File: config.mk
export PLATFORM = sky130hd
export DESIGN_NAME = edge_event_arbiter_flat
export DESIGN_NICKNAME = d
export VERILOG_FILES = /design/src/rtl/edge_event_arbiter_if.sv /design/src/rtl/edge_event_arbiter.sv /design/src/flat_wrapper.sv
export SDC_FILE = /design/constraint.sdc
export NUM_CORES = 1
export LEC_CHECK = 0
export BUFFER_PORTS_ARGS = -buffer_cell sky130_fd_sc_hd__clkbuf_2
export CORE_UTILIZATION = 51
export DETAILED_ROUTE_END_ITERATION = 12
export PLACE_DENSITY = 0.75
export SKIP_CTS_REPAIR_TIMING = 1
export SYNTH_ARGS = -nofsm -noshare
export SYNTH_HDL_FRONTEND = slang
export SYNTH_SLANG_ARGS = --single-unit
File: constraint.sdc
create_clock -name clk -period 2.1 [get_ports clk]
set_input_delay 0 -clock clk [delete_from_list [all_inputs] [get_ports clk]]
set_output_delay 0 -clock clk [all_outputs]
set_load 0.005 [all_outputs]
File: src/rtl/edge_event_arbiter_if.sv
// Event port bundle between the edge-event arbiter (master) and its single consumer (slave).
interface edge_event_arbiter_if #(
  parameter int NUM_CH = 4
);
  localparam int CH_W = $clog2(NUM_CH);

  logic            evt_valid_o;
  logic            evt_ready_i;
  logic [CH_W-1:0] evt_ch_o;
  logic            evt_rising_o;

  modport master (
    output evt_valid_o,
    output evt_ch_o,
    output evt_rising_o,
    input  evt_ready_i
  );

  modport slave (
    input  evt_valid_o,
    input  evt_ch_o,
    input  evt_rising_o,
    output evt_ready_i
  );
endinterface

File: src/rtl/edge_event_arbiter.sv
// Per-channel rising/falling edge detection with one pending slot per channel and a
// round-robin arbiter presenting events on a single valid/ready port.
module edge_event_arbiter #(
  parameter int NUM_CH = 4
) (
  input  logic                 clk,
  input  logic                 reset,
  input  logic [NUM_CH-1:0]    a_i,
  input  logic [NUM_CH-1:0]    rise_en_i,
  input  logic [NUM_CH-1:0]    fall_en_i,
  edge_event_arbiter_if.master evt,
  output logic [NUM_CH-1:0]    overflow_o,
  input  logic                 ovf_clr_i
);
  localparam int CH_W = $clog2(NUM_CH);

  logic [NUM_CH-1:0] a_q_r;
  logic              primed_r;
  logic [NUM_CH-1:0] pend_vld_r;
  logic [NUM_CH-1:0] pend_pol_r;
  logic [NUM_CH-1:0] ovf_r;
  logic [CH_W-1:0]   ptr_r;
  logic              evt_valid_r;
  logic [CH_W-1:0]   evt_ch_r;
  logic              evt_rising_r;

  logic [NUM_CH-1:0] rise_s;
  logic [NUM_CH-1:0] fall_s;
  logic [NUM_CH-1:0] edge_s;
  logic              load_s;
  logic              arb_found_s;
  logic [CH_W:0]     arb_idx_s;
  logic [CH_W-1:0]   gnt_ch_s;
  logic [NUM_CH-1:0] gnt_oh_s;
  logic [NUM_CH-1:0] pend_vld_nxt_s;
  logic [NUM_CH-1:0] pend_pol_nxt_s;
  logic [NUM_CH-1:0] ovf_set_s;
  logic [NUM_CH-1:0] ovf_nxt_s;
  logic [CH_W-1:0]   ptr_nxt_s;
  logic              evt_valid_nxt_s;
  logic [CH_W-1:0]   evt_ch_nxt_s;
  logic              evt_rising_nxt_s;

  // Edge detection, suppressed until the first sample after reset has been captured.
  always_comb begin
    rise_s = {NUM_CH{1'b0}};
    fall_s = {NUM_CH{1'b0}};
    if (primed_r) begin
      rise_s = a_i & ~a_q_r & rise_en_i;
      fall_s = ~a_i & a_q_r & fall_en_i;
    end else begin
      rise_s = {NUM_CH{1'b0}};
      fall_s = {NUM_CH{1'b0}};
    end
    edge_s = rise_s | fall_s;
  end

  assign load_s = (~evt_valid_r | evt.evt_ready_i) & (|pend_vld_r);

  // Round-robin search starting at ptr_r, wrapping NUM_CH-1 back to 0.
  always_comb begin
    arb_found_s = 1'b0;
    arb_idx_s   = {(CH_W+1){1'b0}};
    gnt_ch_s    = {CH_W{1'b0}};
    for (int i = 0; i < NUM_CH; i++) begin
      arb_idx_s = {1'b0, ptr_r} + (CH_W+1)'(i);
      if (arb_idx_s >= (CH_W+1)'(NUM_CH)) begin
        arb_idx_s = arb_idx_s - (CH_W+1)'(NUM_CH);
      end else begin
        arb_idx_s = arb_idx_s;
      end
      if (!arb_found_s && pend_vld_r[arb_idx_s[CH_W-1:0]]) begin
        arb_found_s = 1'b1;
        gnt_ch_s    = arb_idx_s[CH_W-1:0];
      end else begin
        arb_found_s = arb_found_s;
      end
    end
  end

  // Grant one-hot and pointer advance; pointer only moves on an actual grant.
  always_comb begin
    gnt_oh_s  = {NUM_CH{1'b0}};
    ptr_nxt_s = ptr_r;
    if (load_s) begin
      gnt_oh_s[gnt_ch_s] = 1'b1;
      if (gnt_ch_s == CH_W'(NUM_CH-1)) begin
        ptr_nxt_s = {CH_W{1'b0}};
      end else begin
        ptr_nxt_s = gnt_ch_s + CH_W'(1);
      end
    end else begin
      gnt_oh_s  = {NUM_CH{1'b0}};
      ptr_nxt_s = ptr_r;
    end
  end

  // Pending slots: an edge into an occupied, ungranted slot is dropped and flagged.
  always_comb begin
    pend_vld_nxt_s = pend_vld_r;
    pend_pol_nxt_s = pend_pol_r;
    ovf_set_s      = {NUM_CH{1'b0}};
    for (int c = 0; c < NUM_CH; c++) begin
      if (edge_s[c]) begin
        if (pend_vld_r[c] && !gnt_oh_s[c]) begin
          ovf_set_s[c] = 1'b1;
        end else begin
          pend_vld_nxt_s[c] = 1'b1;
          pend_pol_nxt_s[c] = rise_s[c];
        end
      end else if (gnt_oh_s[c]) begin
        pend_vld_nxt_s[c] = 1'b0;
      end else begin
        pend_vld_nxt_s[c] = pend_vld_r[c];
      end
    end
  end

  // Sticky overflow: a new set beats a simultaneous clear.
  always_comb begin
    ovf_nxt_s = ovf_r;
    if (ovf_clr_i) begin
      ovf_nxt_s = ovf_set_s;
    end else begin
      ovf_nxt_s = ovf_r | ovf_set_s;
    end
  end

  // Output register: reload on a free or accepting port, hold while stalled.
  always_comb begin
    evt_valid_nxt_s  = evt_valid_r;
    evt_ch_nxt_s     = evt_ch_r;
    evt_rising_nxt_s = evt_rising_r;
    if (load_s) begin
      evt_valid_nxt_s  = 1'b1;
      evt_ch_nxt_s     = gnt_ch_s;
      evt_rising_nxt_s = pend_pol_r[gnt_ch_s];
    end else if (evt.evt_ready_i) begin
      evt_valid_nxt_s  = 1'b0;
    end else begin
      evt_valid_nxt_s  = evt_valid_r;
    end
  end

  // State registers.
  always_ff @(posedge clk or negedge reset) begin
    if (!reset) begin
      a_q_r        <= {NUM_CH{1'b0}};
      primed_r     <= 1'b0;
      pend_vld_r   <= {NUM_CH{1'b0}};
      pend_pol_r   <= {NUM_CH{1'b0}};
      ovf_r        <= {NUM_CH{1'b0}};
      ptr_r        <= {CH_W{1'b0}};
      evt_valid_r  <= 1'b0;
      evt_ch_r     <= {CH_W{1'b0}};
      evt_rising_r <= 1'b0;
    end else begin
      a_q_r        <= a_i;
      primed_r     <= 1'b1;
      pend_vld_r   <= pend_vld_nxt_s;
      pend_pol_r   <= pend_pol_nxt_s;
      ovf_r        <= ovf_nxt_s;
      ptr_r        <= ptr_nxt_s;
      evt_valid_r  <= evt_valid_nxt_s;
      evt_ch_r     <= evt_ch_nxt_s;
      evt_rising_r <= evt_rising_nxt_s;
    end
  end

  assign evt.evt_valid_o  = evt_valid_r;
  assign evt.evt_ch_o     = evt_ch_r;
  assign evt.evt_rising_o = evt_rising_r;
  assign overflow_o       = ovf_r;

endmodule

File: src/flat_wrapper.sv
// flat-port wrapper written by rule: the top's interface ports become plain ports
module edge_event_arbiter_flat 
#(
  parameter int NUM_CH = 4
)
  (clk, reset, a_i, rise_en_i, fall_en_i, overflow_o, ovf_clr_i, evt_evt_valid_o, evt_evt_ch_o, evt_evt_rising_o, evt_evt_ready_i);
  edge_event_arbiter_if #(.NUM_CH(NUM_CH)) evt_i ();
  input  logic clk;
  input  logic reset;
  input  logic [NUM_CH-1:0] a_i;
  input  logic [NUM_CH-1:0] rise_en_i;
  input  logic [NUM_CH-1:0] fall_en_i;
  output logic [NUM_CH-1:0] overflow_o;
  input  logic ovf_clr_i;
  output wire logic [$bits(evt_i.evt_valid_o)-1:0] evt_evt_valid_o;
  output wire logic [$bits(evt_i.evt_ch_o)-1:0] evt_evt_ch_o;
  output wire logic [$bits(evt_i.evt_rising_o)-1:0] evt_evt_rising_o;
  input wire logic [$bits(evt_i.evt_ready_i)-1:0] evt_evt_ready_i;
  assign evt_evt_valid_o = evt_i.evt_valid_o;
  assign evt_evt_ch_o = evt_i.evt_ch_o;
  assign evt_evt_rising_o = evt_i.evt_rising_o;
  assign evt_i.evt_ready_i = evt_evt_ready_i;
  edge_event_arbiter #(.NUM_CH(NUM_CH)) u_core (.clk(clk), .reset(reset), .a_i(a_i), .rise_en_i(rise_en_i), .fall_en_i(fall_en_i), .evt(evt_i), .overflow_o(overflow_o), .ovf_clr_i(ovf_clr_i));
endmodule
==> flow_metrics.tcl, run 1 <==
set metrics [dict create \
    status "completed" \
    swShare_pct 42.1 \
    clk_latency_ps 300 \
    hold_slack_ps 27.1 \
    die_area_mm2 0.00241 \
    yosysMostFrequentCell "dfrtp_1" \
    cp-end-kind "register" \
    grt_start_max_net_pins 24 \
    antennaDiodeCount 0 \
    nets 159 \
    max-clock-path-buffers 2 \
    timing.slew.headroom_pct 62.1 \
    netlist_instances 110 \
    row_count 16 \
    die_w_um 49.1 \
    grt_pass1_vias 899 \
    p_int_w 0.00103 \
    synth_seq_area_share_pct 50.9 \
    gp_congestion 0.852 \
    start_util_pct 55.9 \
    clockRootBuffer "clkbuf_4" \
    synthTopCellsByArea "dfrtp_1 51%, nand2_1 5.3%, nand4b_1 3.1%" \
    worstSetupPathType "reg2reg" \
    worstSetupStartpointType "register" \
    finalWirelength_um 2340 \
    synthArstFlopShare_pct 100 \
    netlist.area_leader.share_pct 50.9 \
    routedWlPerCell_um 13.9 \
    cp.arrival_ps 2180 \
    grt_use_total_pct 21.4 \
    fmax_ghz 0.506 \
    netSwitchingPower_w 0.000753 \
    yosys.area.top_type "dfrtp_1" \
    drive_gt1_share_pct 25.5 \
    htreeDepth 1 \
    ys_warn_count 0 \
    min_path_type "in2reg" \
    cts.sinks 23 \
    dp_slack_ps 180 \
    p_per_area_mw_per_mm2 1310 \
    drtIter0Drc 14 \
    power_frac_seq_pct 40.8 \
    p_comb_share_pct 48.3 \
    vias 951 \
    ant_nets 0 \
    syn-cell-area_mm2 0.00113 \
    ys_ff_latch 23 \
    final-seq-area_um2 577 \
    setup_ws_ps 124 \
    drc 0 \
    dr.pass1.iters 4 \
    rsz0062_at_grt "no" \
    cts_buffers 3 \
    cts_tree "done" \
    synthTopCellsByCount "23 x dfrtp_1, 16 x nand2_1, 8 x inv_1" \
    p_leak_nw 0.659 \
    num-fill-cells 166 \
    syn-mean-instance-area_um2 10.3 \
    fin_setup_tns_ps 0 \
    core_mm2 0.00202 \
    ioPinCount 24 \
    synth_edf_count 0 \
    syn_nets 127 \
    drv_cap 0 \
    fin_crit_ps 1980 \
    finalMaxSlewViolations 0 \
    dpl.hpwl_um 1800 \
    utilization_pct 67.7 \
    syn_to_final_growth_pct 21.2 \
    antenna_found_initial 0 \
    chipHeight_um 49.1 \
    yosys.cell_types.count 39 \
    clkTransAtPathRegs_ps 120 \
    grt_pass1_wl_um 3940 \
    fin_skew_ps 1.34 \
    vias_per_cell 5.66 \
    required_ps 2300 \
    worst_pin_slew_ps 569 \
    overflow 0 \
    fin_crit_sh_pct 94.1 \
    setup_viol 0 \
    cp_max_fo 7 \
    synth_ff_type "dfrtp_1" \
    clockPowerShare_pct 10.9 \
    vdd_drop_max_mv 0.817 \
    portBuffers 23 \
    final_hold_viol_count 0 \
    multiInputGateArea_um2 517 \
]
-- critical path, cell delays in order, from the launching register on --
cell	delay [ps]
dfrtp_1	500
mux2_4	340
o221ai_4	330
inv_4	60
ha_1	210
a21bo_2	220
a31oi_1	160
nor2_1	60
-- cell type report --
| class | count | share of cell area [%] |
|---|---|---|
| multi-input cells | 75 | 37.8 |
| repair buffers | 29 | 12.8 |
| flip-flops and latches | 23 | 42.1 |
| well taps | 27 | 2.47 |
| inverters | 10 | 2.93 |
| clock buffers | 4 | 1.92 |
-- per-layer routing --
layer  routed length, um  part of all wire [%]  global-route usage, %  vias to the layer above
met1                1030                    44                   28.2                      453
met4                  27                   1.2                   6.86                        0
li1                    -                     -                      -                      465
met3                 102                   4.4                   3.43                        4
met5                   0                     0                      0                        -
met2                1180                    50                   35.8                       29
-- power by group through the flow --
stage          combinational [W]  sequential [W]  clock [W]
2_1_floorplan           0.000650        0.000679          0
3_3_place_gp            0.000804        0.000717          0
3_5_place_dp            0.000821        0.000725          0
4_1_cts                 0.000829        0.000715   0.000202
5_1_grt                 0.000967        0.000746   0.000221
6_report                0.000864        0.000728   0.000195
-- path summary, 6_finish.rpt --
kind	startpoint	endpoint	slack, ps	depth (start not counted)
min reg2reg	u_core.evt.evt_ch_o[0]$_DFFE_PN0P_	u_core.evt.evt_ch_o[0]$_DFFE_PN0P_	490	1
max in group asynchronous	reset	u_core.pend_vld_r[0]$_DFFE_PN0P_	1490	2
max	u_core.ptr_r[1]$_DFFE_PN0P_	u_core.pend_pol_r[3]$_DFFE_PN0P_	120	7
min	evt_evt_ready_i	u_core.evt.evt_valid_o$_DFFE_PN0P_	30	3
min in group asynchronous	reset	u_core.overflow_o[2]$_DFF_PN0_	210	2
max reg2reg	u_core.ptr_r[1]$_DFFE_PN0P_	u_core.pend_pol_r[3]$_DFFE_PN0P_	120	7
-- kinds of logic after synthesis --
group	after synthesis	share of synthesized area (%)
other	1	0.332
AND/OR/NAND/NOR	37	17.9
buffers and inverters	12	4.32
adder cells (fa/ha/maj)	1	1.11
multiplexers	3	3.10
flip-flops	23	50.9
AO/OA/AOI/OAI	33	22.3
-- registers in the layout, summed over array words and instances, names as in the netlist --
register                 cells
u_core.pend_pol_r            4
u_core.overflow_o            4
u_core.evt.evt_ch_o          2
u_core.ptr_r                 2
u_core.evt.evt_valid_o       1
u_core.evt.evt_rising_o      1
u_core.primed_r              1
u_core.a_q_r                 4
u_core.pend_vld_r            4
-- cell usage in the layout, fill, tap and decap left out, types with 2 or more instances in the layout --
cell	Yosys	layout
a22oi_1	2	2
nor3_1	3	3
nor2_1	2	2
a21oi_1	6	5
clkbuf_4	0	3
dfrtp_1	23	22
nand2_1	16	16
and4b_1	2	2
a21o_1	4	4
o22ai_1	3	3
clkbuf_2	0	23
a31oi_1	2	2
dlygate4sd3_1	0	6
o211ai_1	2	2
nor2b_1	3	3
nand4b_1	4	4
mux2i_1	2	2
inv_1	8	8
o21ai_0	4	4
-- per-stage QoR --
stage	cell area (um2)	cells	total power, W
2_1_floorplan	1130	110	0.00133
4_1_cts	1300	162	0.00175
6_report	1370	168	0.00179
3_3_place_gp	1270	158	0.00152
5_1_grt	1370	168	0.00193
3_5_place_dp	1270	158	0.00155
Note: power is estimated with default switching activity, not from simulation.
==> run 2: changes to the inputs <==
==> constraint.sdc (replaced) <==
create_clock -name clk -period 2.1 [get_ports clk]
set_input_delay 0.105 -clock clk [delete_from_list [all_inputs] [get_ports clk]]
set_output_delay 0.105 -clock clk [all_outputs]
set_load 0.005 [all_outputs]
==> flow_metrics.tcl, run 2 (same netlist as run 1, synthesis figures left out) <==
set metrics [dict create \
    status "completed" \
    portBuffers 23 \
    cp.arrival_ps 2180 \
    startpoint "u_core.ptr_r[1]$_DFFE_PN0P_" \
    drive_gt1_share_pct 25.7 \
    clk_latency_ps 300 \
    syn_to_final_growth_pct 20.3 \
    p_comb_share_pct 48.3 \
    core_mm2 0.00202 \
    drtIter0Drc 14 \
    routedWlPerCell_um 14.0 \
    row_count 16 \
    ant_nets 0 \
    netSwitchingPower_w 0.000752 \
    ioPinCount 24 \
    gp_congestion 0.852 \
    setup_ws_ps 124 \
    cts.sinks 23 \
    vias_per_cell 5.69 \
    critPathCapture "u_core.pend_pol_r[3]$_DFFE_PN0P_" \
    r2r-start "u_core.ptr_r[1]$_DFFE_PN0P_" \
    fin_crit_ps 1980 \
    antenna_found_initial 0 \
    required_ps 2300 \
    min_path_type "in2reg" \
    worstSetupPathType "reg2reg" \
    fin_setup_tns_ps 0 \
    r2r_end "u_core.pend_pol_r[3]$_DFFE_PN0P_" \
    nets 158 \
    num-fill-cells 167 \
    vias 950 \
    hp-start "ovf_clr_i" \
    fmax_ghz 0.506 \
    finalMaxSlewViolations 0 \
    chipHeight_um 49.1 \
    cts_buffers 3 \
    clkTransAtPathRegs_ps 120 \
    antennaDiodeCount 0 \
    worstSetupStartpointType "register" \
    power_frac_seq_pct 40.8 \
    regToRegSetupSlack_ps 120 \
    die_w_um 49.1 \
    cp_max_fo 7 \
    grt_use_total_pct 21.4 \
    fin_crit_sh_pct 94.1 \
    dp_slack_ps 180 \
    swShare_pct 42.1 \
    timing.slew.headroom_pct 62.1 \
    htreeDepth 1 \
    grt_start_max_net_pins 24 \
    mostFrequentLayoutCells "23 x clkbuf_2, 22 x dfrtp_1, 16 x nand2_1, 8 x inv_1" \
    grt_pass1_vias 899 \
    cp-end-kind "register" \
    p_leak_nw 0.655 \
    setup_viol 0 \
    layout_commonest_cell "clkbuf_2" \
    cts_tree "done" \
    p_per_area_mw_per_mm2 1310 \
    rsz0062_at_grt "no" \
    rr_worst_depth 7 \
    fin_skew_ps 1.10 \
    overflow 0 \
    clockPowerShare_pct 10.9 \
    final_hold_viol_count 0 \
    vdd_drop_max_mv 0.817 \
    grt_pass1_wl_um 3940 \
    worst_pin_slew_ps 569 \
    multiInputGateArea_um2 517 \
    dpl.hpwl_um 1800 \
    p_int_w 0.00103 \
    die_area_mm2 0.00241 \
    final-seq-area_um2 577 \
    finalWirelength_um 2330 \
    start_util_pct 55.9 \
    drv_cap 0 \
    drc 0 \
    dr.pass1.iters 4 \
    max-clock-path-buffers 2 \
    clockRootBuffer "clkbuf_4" \
]
## run 2: cell types whose count changed in the layout (fill, tap and decap cells not counted)
cell           before  now
dlygate4sd3_1       6    5
## run 2: metal layers
metal | part of all wire (%) | vias to the layer above | GRT usage [%]
met5 | 0 | - | 0
li1 | - | 463 | -
met4 | 1.2 | 0 | 6.86
met3 | 4.4 | 4 | 3.43
met2 | 51 | 29 | 35.8
met1 | 44 | 454 | 28.2
## run 2: power by group through the flow
stage | Sequential [W] | Combinational, W | Clock, W
after global routing | 0.000746 | 0.000966 | 0.000221
after floorplan | 0.000679 | 0.000650 | 0
after global placement | 0.000717 | 0.000804 | 0
after detailed placement | 0.000725 | 0.000821 | 0
final | 0.000728 | 0.000862 | 0.000195
after CTS | 0.000715 | 0.000829 | 0.000202
## run 2: stage by stage
step | hold slack (ps) | util [%] | power, W | cell area, um2 | cells
after floorplan | -191 | - | 0.00133 | 1130 | 110
after global placement | 118 | 62.8 | 0.00152 | 1270 | 158
after detailed placement | 125 | 62.8 | 0.00155 | 1270 | 158
after CTS | -215 | 64.1 | 0.00175 | 1300 | 162
after global routing | 59.0 | 67.2 | 0.00193 | 1360 | 167
final | 72.8 | 67.2 | 0.00179 | 1360 | 167
## run 2: final cells by class
type | instances | share of cell area, %
clock buffers | 4 | 1.93
multi-input cells | 75 | 38.0
inverters | 10 | 2.95
flip-flops and latches | 23 | 42.4
repair buffers | 28 | 12.2
well taps | 27 | 2.49
## run 2: worst min-delay path by stage
stage / end / slack, ps / depth (start not counted)
floorplan: u_core.a_q_r[0]$_DFF_PN0_ / -190 / 0
global placement: u_core.overflow_o[2]$_DFF_PN0_ / 120 / 1
detailed placement: u_core.overflow_o[2]$_DFF_PN0_ / 130 / 1
CTS: u_core.ptr_r[0]$_DFFE_PN0P_ / -220 / 1
global route: u_core.overflow_o[2]$_DFF_PN0_ / 60 / 2
finish: u_core.overflow_o[2]$_DFF_PN0_ / 70 / 2
## run 2: worst max-delay path: stages (launching register included)
cell and delay, ps:
dfrtp_1 500, mux2_4 340, o221ai_4 330, inv_4 60
ha_1 210, a21bo_2 220, a31oi_1 160, nor2_1 60
